### src/rtl/multdiv_ctrl.sv
// Sequencing controller for a shared iterative multiplier and divider.
// It latches the operands, steps the iteration counter and captures the final result behind one ready pulse.
module multdiv_ctrl #(
    parameter int unsigned MULT_LAST = 16,
    parameter int unsigned DIV_LAST  = 32,
    parameter int unsigned CNT_W     = 32
) (
    input  logic             clk,
    input  logic             reset_n,
    input  logic             ctrl_MULT,
    input  logic             ctrl_DIV,
    input  logic [31:0]      data_operandA,
    input  logic [31:0]      data_operandB,
    output logic [31:0]      op_a,
    output logic [31:0]      op_b,
    output logic [CNT_W-1:0] counter,
    input  logic [31:0]      mult_result,
    input  logic             mult_ovf,
    input  logic [31:0]      div_result,
    input  logic             div_exc,
    output logic [31:0]      data_result,
    output logic             data_exception,
    output logic             data_resultRDY,
    output logic             busy
);

    typedef enum logic [1:0] {
        ST_IDLE = 2'd0,
        ST_MUL  = 2'd1,
        ST_DIV  = 2'd2
    } state_t;

    localparam logic [CNT_W-1:0] CNT_ZERO    = {CNT_W{1'b0}};
    localparam logic [CNT_W-1:0] CNT_ONE     = CNT_W'(1);
    localparam logic [CNT_W-1:0] MULT_LAST_C = CNT_W'(MULT_LAST);
    localparam logic [CNT_W-1:0] DIV_LAST_C  = CNT_W'(DIV_LAST);

    state_t           state_r;
    logic [31:0]      op_a_r;
    logic [31:0]      op_b_r;
    logic [CNT_W-1:0] counter_r;
    logic [31:0]      result_r;
    logic             exception_r;
    logic             rdy_r;
    logic             busy_r;

    state_t           state_nxt_s;
    logic [CNT_W-1:0] cnt_nxt_s;
    logic [31:0]      result_nxt_s;
    logic             exception_nxt_s;
    logic             load_s;
    logic             done_s;
    logic             div_by_zero_s;

    // Next-state decode; a start pulse always wins over the running operation, MULT over DIV.
    always_comb begin
        state_nxt_s     = state_r;
        cnt_nxt_s       = counter_r;
        result_nxt_s    = result_r;
        exception_nxt_s = exception_r;
        load_s          = 1'b0;
        done_s          = 1'b0;
        div_by_zero_s   = (op_b_r == 32'd0) && (counter_r == CNT_ZERO);
        if (ctrl_MULT) begin
            load_s      = 1'b1;
            cnt_nxt_s   = CNT_ZERO;
            state_nxt_s = ST_MUL;
        end else if (ctrl_DIV) begin
            load_s      = 1'b1;
            cnt_nxt_s   = CNT_ZERO;
            state_nxt_s = ST_DIV;
        end else begin
            case (state_r)
                ST_IDLE: begin
                    cnt_nxt_s = CNT_ZERO;
                end
                ST_MUL: begin
                    if (counter_r >= MULT_LAST_C) begin
                        result_nxt_s    = mult_result;
                        exception_nxt_s = mult_ovf;
                        done_s          = 1'b1;
                        cnt_nxt_s       = CNT_ZERO;
                        state_nxt_s     = ST_IDLE;
                    end else begin
                        cnt_nxt_s = counter_r + CNT_ONE;
                    end
                end
                ST_DIV: begin
                    // A zero divisor is reported straight away instead of running the full divide.
                    if (div_by_zero_s) begin
                        result_nxt_s    = 32'd0;
                        exception_nxt_s = 1'b1;
                        done_s          = 1'b1;
                        cnt_nxt_s       = CNT_ZERO;
                        state_nxt_s     = ST_IDLE;
                    end else if (counter_r >= DIV_LAST_C) begin
                        result_nxt_s    = div_result;
                        exception_nxt_s = div_exc;
                        done_s          = 1'b1;
                        cnt_nxt_s       = CNT_ZERO;
                        state_nxt_s     = ST_IDLE;
                    end else begin
                        cnt_nxt_s = counter_r + CNT_ONE;
                    end
                end
                default: begin
                    cnt_nxt_s   = CNT_ZERO;
                    state_nxt_s = ST_IDLE;
                end
            endcase
        end
    end

    // Controller state and all registered outputs.
    always_ff @(posedge clk or negedge reset_n) begin
        if (!reset_n) begin
            state_r     <= ST_IDLE;
            counter_r   <= CNT_ZERO;
            op_a_r      <= 32'd0;
            op_b_r      <= 32'd0;
            result_r    <= 32'd0;
            exception_r <= 1'b0;
            rdy_r       <= 1'b0;
            busy_r      <= 1'b0;
        end else begin
            state_r     <= state_nxt_s;
            counter_r   <= cnt_nxt_s;
            result_r    <= result_nxt_s;
            exception_r <= exception_nxt_s;
            rdy_r       <= done_s;
            busy_r      <= (state_nxt_s != ST_IDLE);
            if (load_s) begin
                op_a_r <= data_operandA;
                op_b_r <= data_operandB;
            end else begin
                op_a_r <= op_a_r;
                op_b_r <= op_b_r;
            end
        end
    end

    assign op_a           = op_a_r;
    assign op_b           = op_b_r;
    assign counter        = counter_r;
    assign data_result    = result_r;
    assign data_exception = exception_r;
    assign data_resultRDY = rdy_r;
    assign busy           = busy_r;

endmodule
### config.mk
export PLATFORM = sky130hd
export DESIGN_NAME = multdiv_ctrl
export DESIGN_NICKNAME = d
export VERILOG_FILES = /design/src/rtl/multdiv_ctrl.sv
export SDC_FILE = /design/constraint.sdc
export NUM_CORES = 1
export LEC_CHECK = 0
export CAP_MARGIN = 30
export CORE_UTILIZATION = 44
export DETAILED_ROUTE_END_ITERATION = 12
export PLACE_DENSITY = 0.94
export RECOVER_POWER = 50
export SLEW_MARGIN = 40
export SYNTH_ARGS = -nofsm -noshare
export SYNTH_HDL_FRONTEND = slang
export SYNTH_SLANG_ARGS = --single-unit
### constraint.sdc
create_clock -name clk -period 3.5 [get_ports clk]
set_clock_uncertainty 0.05 [all_clocks]
set_input_delay 1.05 -clock clk [delete_from_list [all_inputs] [get_ports clk]]
set_output_delay 1.05 -clock clk [all_outputs]
set_load 0.005 [all_outputs]
==> results of run 1 <==
synthesized netlist by cell type (3+ instances only):
master and instances:
sky130_fd_sc_hd__dfrtp_1 133, sky130_fd_sc_hd__clkbuf_1 15, sky130_fd_sc_hd__ha_1 6, sky130_fd_sc_hd__o21ai_0 34, sky130_fd_sc_hd__nor4_1 12, sky130_fd_sc_hd__mux2_2 96
sky130_fd_sc_hd__nor2_1 10, sky130_fd_sc_hd__mux2i_1 33, sky130_fd_sc_hd__inv_1 39, sky130_fd_sc_hd__buf_8 3, sky130_fd_sc_hd__nand3_1 4
worst min path at each step:
stage	from	to	slack, ns	cells past startpoint
after floorplan	data_exception	data_exception	0.43	1
after global placement	op_a[17]	op_a[17]	0.44	1
after detailed placement	op_a[30]	op_a[30]	0.45	1
after CTS	op_a[30]	op_a[30]	0.46	1
after global routing	op_a[18]	op_a[18]	0.48	1
final	op_a[28]	op_a[28]	0.46	1
kinds of logic (layout without fill, tap and decap cells):
group           after synthesis  count (layout)  synth area share, %
flops                       133             133                59.36
mux                         130             130                25.37
buf+inv                      59             342                4.552
compound gates               44              44                4.553
simple gates                 40              40                4.129
fa+ha+maj                     6               6                1.339
xor+xnor                      4               4               0.6250
other cells                   1              26              0.06689
routing by layer:
metal | up-vias | GRT usage (%)
met1 | 2144 | 25.85
met2 | 230 | 45.78
met4 | 0 | 11.17
li1 | 2016 | -
met5 | - | 0
met3 | 36 | 8.698
flip-flops by register name, summed over array words and instances, names as in the netlist:
signal,flops
state_r,2
busy,1
data_exception,1
op_b,32
counter,32
op_a,32
data_result,32
data_resultRDY,1
worst max-delay path: stages:
cell and delay, ns:
sky130_fd_sc_hd__dlygate4sd3_1 0.59, sky130_fd_sc_hd__nor2_1 0.26, sky130_fd_sc_hd__o21ai_0 0.21, sky130_fd_sc_hd__a21oi_4 0.49, sky130_fd_sc_hd__buf_12 0.23, sky130_fd_sc_hd__mux2i_1 0.25
cells in the final DEF, fill, tap and decap left out, types with 4 or more instances in the layout:
cell	Yosys	final
sky130_fd_sc_hd__conb_1	1	26
sky130_fd_sc_hd__bufinv_16	0	5
sky130_fd_sc_hd__nand3_1	4	4
sky130_fd_sc_hd__dfrtp_1	133	133
sky130_fd_sc_hd__inv_1	39	39
sky130_fd_sc_hd__ha_1	6	6
sky130_fd_sc_hd__mux2_2	96	96
sky130_fd_sc_hd__nor2_1	10	10
sky130_fd_sc_hd__nor4_1	12	12
sky130_fd_sc_hd__o21ai_0	34	34
sky130_fd_sc_hd__clkdlybuf4s50_1	0	262
sky130_fd_sc_hd__clkinvlp_4	0	4
sky130_fd_sc_hd__mux2i_1	33	33
sky130_fd_sc_hd__clkbuf_16	0	17
stage by stage:
step           utilization (%)  area, um^2  total power [mW]  setup slack (ns)
3_3_place_gp             70.12        8563             2.700            0.6380
3_5_place_dp             70.12        8563             2.752            0.4893
4_1_cts                  75.34        9200             4.676            0.8557
2_1_floorplan                -        5700             2.106             1.030
6_report                 75.13        9175             4.635            0.6763
5_1_grt                  75.13        9175             4.816            0.4787
power breakdown:
group	switching [mW]	internal, mW	leakage [nW]
combinational	0.298	0.586	1.99
clock	0.651	1.26	0.298
sequential	0.119	1.72	1.56
area by class of cell:
class                   instances  share of cell area (%)
well taps                     168                   2.291
inverters                      39                   1.596
clock inverters                13                   2.264
repair buffers                272                   29.81
clock buffers                  18                   4.677
flip-flops and latches        133                   36.27
multi-input cells             250                   23.09
==> out/results.env, run 1 <==
OUTCOME='finished, violations left'
FAILED_CHECKS='max-capacitance violations, max-slew violations'
PLACEMENTROWS=40
CTS-HOLD-FIX-BUFFERS=0
WORSTREG2REGEND='data_result[0]'
CRIT_START='ctrl_DIV'
SLEW_VIOL_FINAL=34
TIMING.RR.START='counter[0]'
TNS_NS=0
POWER_LEAKAGE_nW=3.851
MIN-DELAY-PATH-CLASS='reg -> reg'
SYNTH_ENABLE_FLOP_CELLS=0
TRITONCTS='built'
HIGHEST_LAYER='met4'
GRT_SETUP_UNREPAIRED='no'
CLK_PIN_SLEW_WORST_PATHS_NS=0.06
SYN_AREA_PER_CELL_UM2=13.45
SYNTH.LARGEST_AREA_CELL='sky130_fd_sc_hd__dfrtp_1'
NUMBER_OF_ANTENNA_VIOLATIONS_AT_THE_FIRST_CHECK_IN_GLOBAL_ROUTING=0
SYNTH_TOP_AREA_SHARE_PCT=59.36
POST-PLACE-CELLS=862
HOLD-WORST-SLACK_NS=0.4598
CLOCKBUFFERDEPTH=2
NETS=853
POST_ROUTE_CELLS_DRIVE_ABOVE_1_SHARE_PCT=19.03
FINAL_MIN_PERIOD_OVER_CLOCK_PERIOD_PCT=80.68
GRT_REMAINING_OVERFLOW=0
CRITPATHCAPTURE='data_result[0]'
REGAREA_UM2=3328
YOSYS_REGISTER_BITS=133
CRIT_REQUIRED_NS=3.76
CRITICAL_PATH_CLASS='in -> reg'
MAXIMUM_NUMBER_OF_PINS_ON_ONE_NET_BEFORE_GLOBAL_ROUTE_REPAIR=68
SYNTH_CELLS=417
CTS_ROOT_BUF='sky130_fd_sc_hd__clkbuf_16'
ROUTE.DETAILED.WL_PER_INST_UM=17.96
FP.DIEW_UM=114.9
DR_WL_MET2_MM=8.392
TIMING.FINAL.CRIT_PERIOD_NS=2.824
IO_PINS=265
POST-CTS-SETUP-BUFFER-COUNT=0
ROUTE.ANTENNA.REMAINING_NETS=0
TIMING.CRITICAL_PATH.ARRIVAL_NS=3.08
DETAILED_PLACE_HPWL_MM=11.72
DESIGN.CORE.AREA_UM2=12210
MET1_LAYER_WIRELENGTH_IN_THE_FINAL_ROUTING_MM=5.669
LEADING_CELL_TYPES_BY_TOTAL_AREA_AFTER_SYNTHESIS='sky130_fd_sc_hd__dfrtp_1, sky130_fd_sc_hd__mux2_2, sky130_fd_sc_hd__mux2i_1, sky130_fd_sc_hd__o21ai_0, sky130_fd_sc_hd__inv_1'
FIN_CELLS=893
DETAILROUTE.WIRELENGTH.MET3_MM=1.563
FMAX_MHz=354.1
FIRST_ITER_VIOLATIONS=261
SLEW-LIMIT-HEADROOM_PCT=-18.10
MAX-VDD-IR-DROP_mV=0.3386
NFILLCELLS=765
FIRST_GLOBAL_VIAS=4855
TRANSITION_TIME_AT_THE_PIN_WITH_THE_LEAST_SLEW_MARGIN_NS=1.771
ANTENNA_CELLS_INSERTED=0
ROUTED-VIA-COUNT=4426
MULTI_INPUT_COMB_AREA_UM2=2118
SETUP.REG_TO_REG.WORST_SLACK_NS=0.88
PLACE.GP.CONGESTION=0.7498
DRC=0
PATH_MAX_FANOUT=13
SYNTHTOLAYOUTAREAGROWTH_PCT=63.65
DIEHEIGHT_UM=114.9
CRIT_PATH_START_KIND='input port'
CTS_SINKS=133
POST_SYNTH_INSTANCE_AREA_UM2=5607
ROUTED_WL_MM=16.04
CRITICAL_PATH.ENDPOINT_TYPE='register'
SYNTHFLOPTYPE='sky130_fd_sc_hd__dfrtp_1'
DETAILEDROUTE.FIRSTPASSITERATIONCOUNT=4
FLOORPLAN.DIE_AREA_UM2=13200
SYNTH_CELL_TYPES=35
NUMCTSBUFFERS=17
POSTSYNTH.ASYNCRESETSHARE_PCT=100.0
WORST_R2R_PATH_DEPTH=8
INITIAL_UTILIZATION_PCT=45.91
TIMING_HOLD_VIOLATIONS_FINAL=0
SYNTH_WARNINGS=0
WIRE_LENGTH_OF_THE_FIRST_GLOBAL_ROUTING_PASS_MM=24.77
GRT.TOTAL_USAGE_PCT=25.06
SYNTH.YOSYS.SEQ_AREA_SHARE_PCT=59.36
DRT-VIAS-PER-INSTANCE=4.956
CTS.REPAIR.RESIZED=0
H-TREE-DEPTH=4
BUFFER_PORTS.INSERTED=264
POWERDENSITY_nW_PER_UM2=505.2
CAP_VIOL_MAX_COUNT=1
CLOCK_LATENCY_NS=0.41
FINALSETUPVIOLATIONS=0
Note: power is estimated with default switching activity, not from simulation.
==> run 2, diff against run 1 <==
--- a/config.mk
+++ b/config.mk
@@ -6,9 +6,9 @@
 export NUM_CORES = 1
 export LEC_CHECK = 0
 export CAP_MARGIN = 30
-export CORE_UTILIZATION = 44
+export CORE_UTILIZATION = 41
 export DETAILED_ROUTE_END_ITERATION = 12
-export PLACE_DENSITY = 0.94
+export PLACE_DENSITY = 0.89
 export RECOVER_POWER = 50
 export SLEW_MARGIN = 40
 export SYNTH_ARGS = -nofsm -noshare
==> constraint.sdc (replaced) <==
create_clock -name clk -period 2.9 [get_ports clk]
set_clock_uncertainty 0.05 [all_clocks]
set_input_delay 0.87 -clock clk [delete_from_list [all_inputs] [get_ports clk]]
set_output_delay 0.87 -clock clk [all_outputs]
set_load 0.005 [all_outputs]
==> run 2 against run 1 <==
The flow now finishes without violations. Global-route usage is 3.4 points lower. Sequential power is 20% higher. Clock power increased by 17%. Sequential share of layout area increased by 0.084 points. Register-to-register slack worse by 0.40 ns. Sequential cell count is the same. Critical endpoint is now data_result[5].
==> out/results.env, run 2 (synthesis results as in run 1) <==
SETUP.REG_TO_REG.WORST_SLACK_NS=0.48  # -0.40 ns
COMBINATIONALPOWERSHARE_PCT=19.1  # about the same
DRC=0  # unchanged
GRT_REMAINING_OVERFLOW=0  # unchanged
TIMING.RR.START='counter[14]'
ANTENNA_CELLS_INSERTED=0  # unchanged
OUTCOME='complete, no violations'
DIEHEIGHT_UM=118.9  # +3.5%
BUFFER_PORTS.INSERTED=264  # unchanged
DETAILEDROUTE.FIRSTPASSITERATIONCOUNT=4  # unchanged
INITIAL_UTILIZATION_PCT=42.17  # -3.7 points
ROUTED_WL_MM=14.70  # -8.4%
SLEW-LIMIT-HEADROOM_PCT=34.60  # +53 points
NUMCTSBUFFERS=17  # unchanged
MAXIMUM_NUMBER_OF_PINS_ON_ONE_NET_BEFORE_GLOBAL_ROUTE_REPAIR=71  # +4.4%
CTS.REPAIR.RESIZED=0  # unchanged
FIRST_ITER_VIOLATIONS=198  # -24%
CRITPATHMAXSTAGEDELAY_NS=0.78  # +0.19 ns
CRIT_FAMILY='simple AND/OR/NAND/NOR gates'
GRT.TOTAL_USAGE_PCT=21.64  # -3.4 points
POWER_LEAKAGE_nW=3.858  # +0.19%
SYNTHTOLAYOUTAREAGROWTH_PCT=63.27
POST_ROUTE_CELLS_DRIVE_ABOVE_1_SHARE_PCT=19.15  # +0.11 points
CP.DEPTH=5  # -1
NUMBER_OF_ANTENNA_VIOLATIONS_AT_THE_FIRST_CHECK_IN_GLOBAL_ROUTING=0  # unchanged
CAP_VIOL_MAX_COUNT=0  # -1
WORSTPATHCELLLIST='nor4_1, nand4_1, or3_2, o21ai_0, mux2i_1'
CRITICAL_PATH_CLASS='reg -> reg'
FLOORPLAN.DIE_AREA_UM2=14150  # +7.2%
CRIT_START='counter[14]'
WORST_R2R_PATH_DEPTH=5  # -3
SLEW_VIOL_FINAL=0  # -100%
CTS_SINKS=133  # unchanged
GRT_MOST_USED_LAYER='met2'
CRITPATHCAPTURE='data_result[5]'
WORSTREG2REGEND='data_result[5]'
FP.DIEW_UM=118.9  # +3.5%
MIN-DELAY-PATH-CLASS='reg -> reg'
NETS=855  # +0.23%
PLACEMENTROWS=42  # +5.0%
FMAX_MHz=413.1
POWER.SWITCHING_mW=1.232  # +15%
CTS_ROOT_BUF='sky130_fd_sc_hd__clkbuf_16'
POST-CTS-SETUP-BUFFER-COUNT=0  # unchanged
CRIT_REQUIRED_NS=3.13  # -0.63 ns
TIMING.FINAL.CRIT_PERIOD_NS=2.421
ROUTED-VIA-COUNT=4342  # -1.9%
DRT-VIAS-PER-INSTANCE=4.814  # -2.9%
CTS-HOLD-FIX-BUFFERS=0  # unchanged
FINAL_CELL_MIX='sky130_fd_sc_hd__clkdlybuf4s50_1, sky130_fd_sc_hd__dfrtp_1, sky130_fd_sc_hd__mux2_2'
TRANSITION_TIME_AT_THE_PIN_WITH_THE_LEAST_SLEW_MARGIN_NS=0.9810  # -0.7905 ns
WIRE_LENGTH_OF_THE_FIRST_GLOBAL_ROUTING_PASS_MM=23.45  # -5.3%
MAX-VDD-IR-DROP_mV=0.3413  # +0.81%
ROUTE.ANTENNA.REMAINING_NETS=0  # unchanged
TRITONCTS='built'
TIMING_HOLD_VIOLATIONS_FINAL=0  # unchanged
DESIGN.CORE.AREA_UM2=13300  # +8.9%
TNS_NS=0  # unchanged
CRITICAL_PATH.ENDPOINT_TYPE='register'
CRIT_PATH_START_KIND='register'
CLOCK_LATENCY_NS=0.41  # about the same
PLACE.GP.CONGESTION=0.7626  # +1.7%
FRACTION_OF_POWER_SPENT_SWITCHING_NETS_PCT=22.36  # -0.70 points
PATH_BUF_INV=0  # -2
GRT_SETUP_UNREPAIRED='no'
ROUTE.DETAILED.WL_PER_INST_UM=16.30  # -9.3%
CPMAXSTAGEDELAYCELL='sky130_fd_sc_hd__or3_2'
GRT_UTIL_MET3_PCT=8.716  # +0.019 points
REPORT.POWER.TOTAL_mW=5.509  # +19%
PATH_MAX_FANOUT=33  # +20
FIRST_GLOBAL_VIAS=4674  # -3.7%
GRTUSAGEMET2_PCT=37.50  # -8.3 points
POWERDENSITY_nW_PER_UM2=601.8  # +19%
INTERNAL_POWER_mW=4.277  # +20%
IO_PINS=265  # unchanged
P_SEQ_SHARE_PCT=40.2  # +0.5 points
H-TREE-DEPTH=4  # unchanged
FINALSETUPVIOLATIONS=0  # unchanged
DETAILED_PLACE_HPWL_MM=11.13  # -5.1%
CLOCKBUFFERDEPTH=2  # unchanged
MOSTFREQUENTLAYOUTCELL='sky130_fd_sc_hd__clkdlybuf4s50_1'
TIMING.CRITICAL_PATH.ARRIVAL_NS=2.65  # -0.43 ns
CLK_PIN_SLEW_WORST_PATHS_NS=0.05  # about the same
CLKPWRFRAC_PCT=40.7  # -0.5 points
FINAL_MIN_PERIOD_OVER_CLOCK_PERIOD_PCT=83.48
GRT.MET1_USAGE_PCT=23.18  # -2.7 points
[run 2: cell count changes in the layout (fill, tap and decap cells not counted), sizes merged]
cell / change
clkdlybuf4s50: +1
bufinv: -1
clkinvlp: -3
dlygate4sd3: -1
clkbuf: +6
buf: -1
[run 2: worst register-to-register path, delay by kind of cell, from the launching register on]
| kind | cells | cell delay [ns] |
|---|---|---|
| DFF | 1 | 0.39 |
| AOI/OAI and AO/OA | 1 | 0.30 |
| and+or+nand+nor | 3 | 1.45 |
| muxes | 1 | 0.11 |
[run 2: worst min path at each step]
| stage | to | cells after the start | slack, ns | start |
|---|---|---|---|---|
| floorplan | data_exception | 1 | 0.43 | data_exception |
| global placement | op_a[26] | 1 | 0.44 | op_a[26] |
| detailed placement | op_a[4] | 1 | 0.45 | op_a[4] |
| CTS | op_b[27] | 1 | 0.39 | reset_n |
| global route | data_exception | 1 | 0.47 | data_exception |
| finish | op_a[4] | 1 | 0.45 | op_a[4] |
[run 2: power by group through the flow]
stage / Clock (mW) / Sequential, mW / Combinational (mW)
after global placement: 0 / 2.23 / 1.03
after detailed placement: 0 / 2.24 / 1.07
after CTS: 2.29 / 2.21 / 1.07
after global routing: 2.37 / 2.24 / 1.14
after floorplan: 0 / 2.24 / 0.297
final: 2.24 / 2.21 / 1.05
[run 2: metrics by stage]
| step | setup slack (ns) | util, % | area (um^2) | hold WS (ns) | cells |
|---|---|---|---|---|---|
| after global routing | 0.2915 | 68.85 | 9154 | 0.4722 | 902 |
| after CTS | 0.3869 | 69.15 | 9194 | 0.3900 | 902 |
| after global placement | 0.3421 | 64.47 | 8572 | 0.4355 | 872 |
| after floorplan | 0.6097 | - | 5700 | 0.4328 | 442 |
| final | 0.4791 | 68.85 | 9154 | 0.4539 | 902 |
| after detailed placement | 0.2901 | 64.47 | 8572 | 0.4458 | 872 |
[run 2: layout make-up]
class	count	area [um^2]
Fill cell	944	4141
Sequential cell	133	3328
Timing Repair Buffer	274	2719
Multi-Input combinational cell	250	2118
Clock buffer	21	470.5
Tap cell	176	220.2
Clock inverter	9	151.4
Inverter	39	146.4
[run 2: layer usage]
metal,wire [um],share of wire (%)
met1,5704,39
met2,7365,50
met3,1348,9.2
met4,281,1.9
met5,0,0
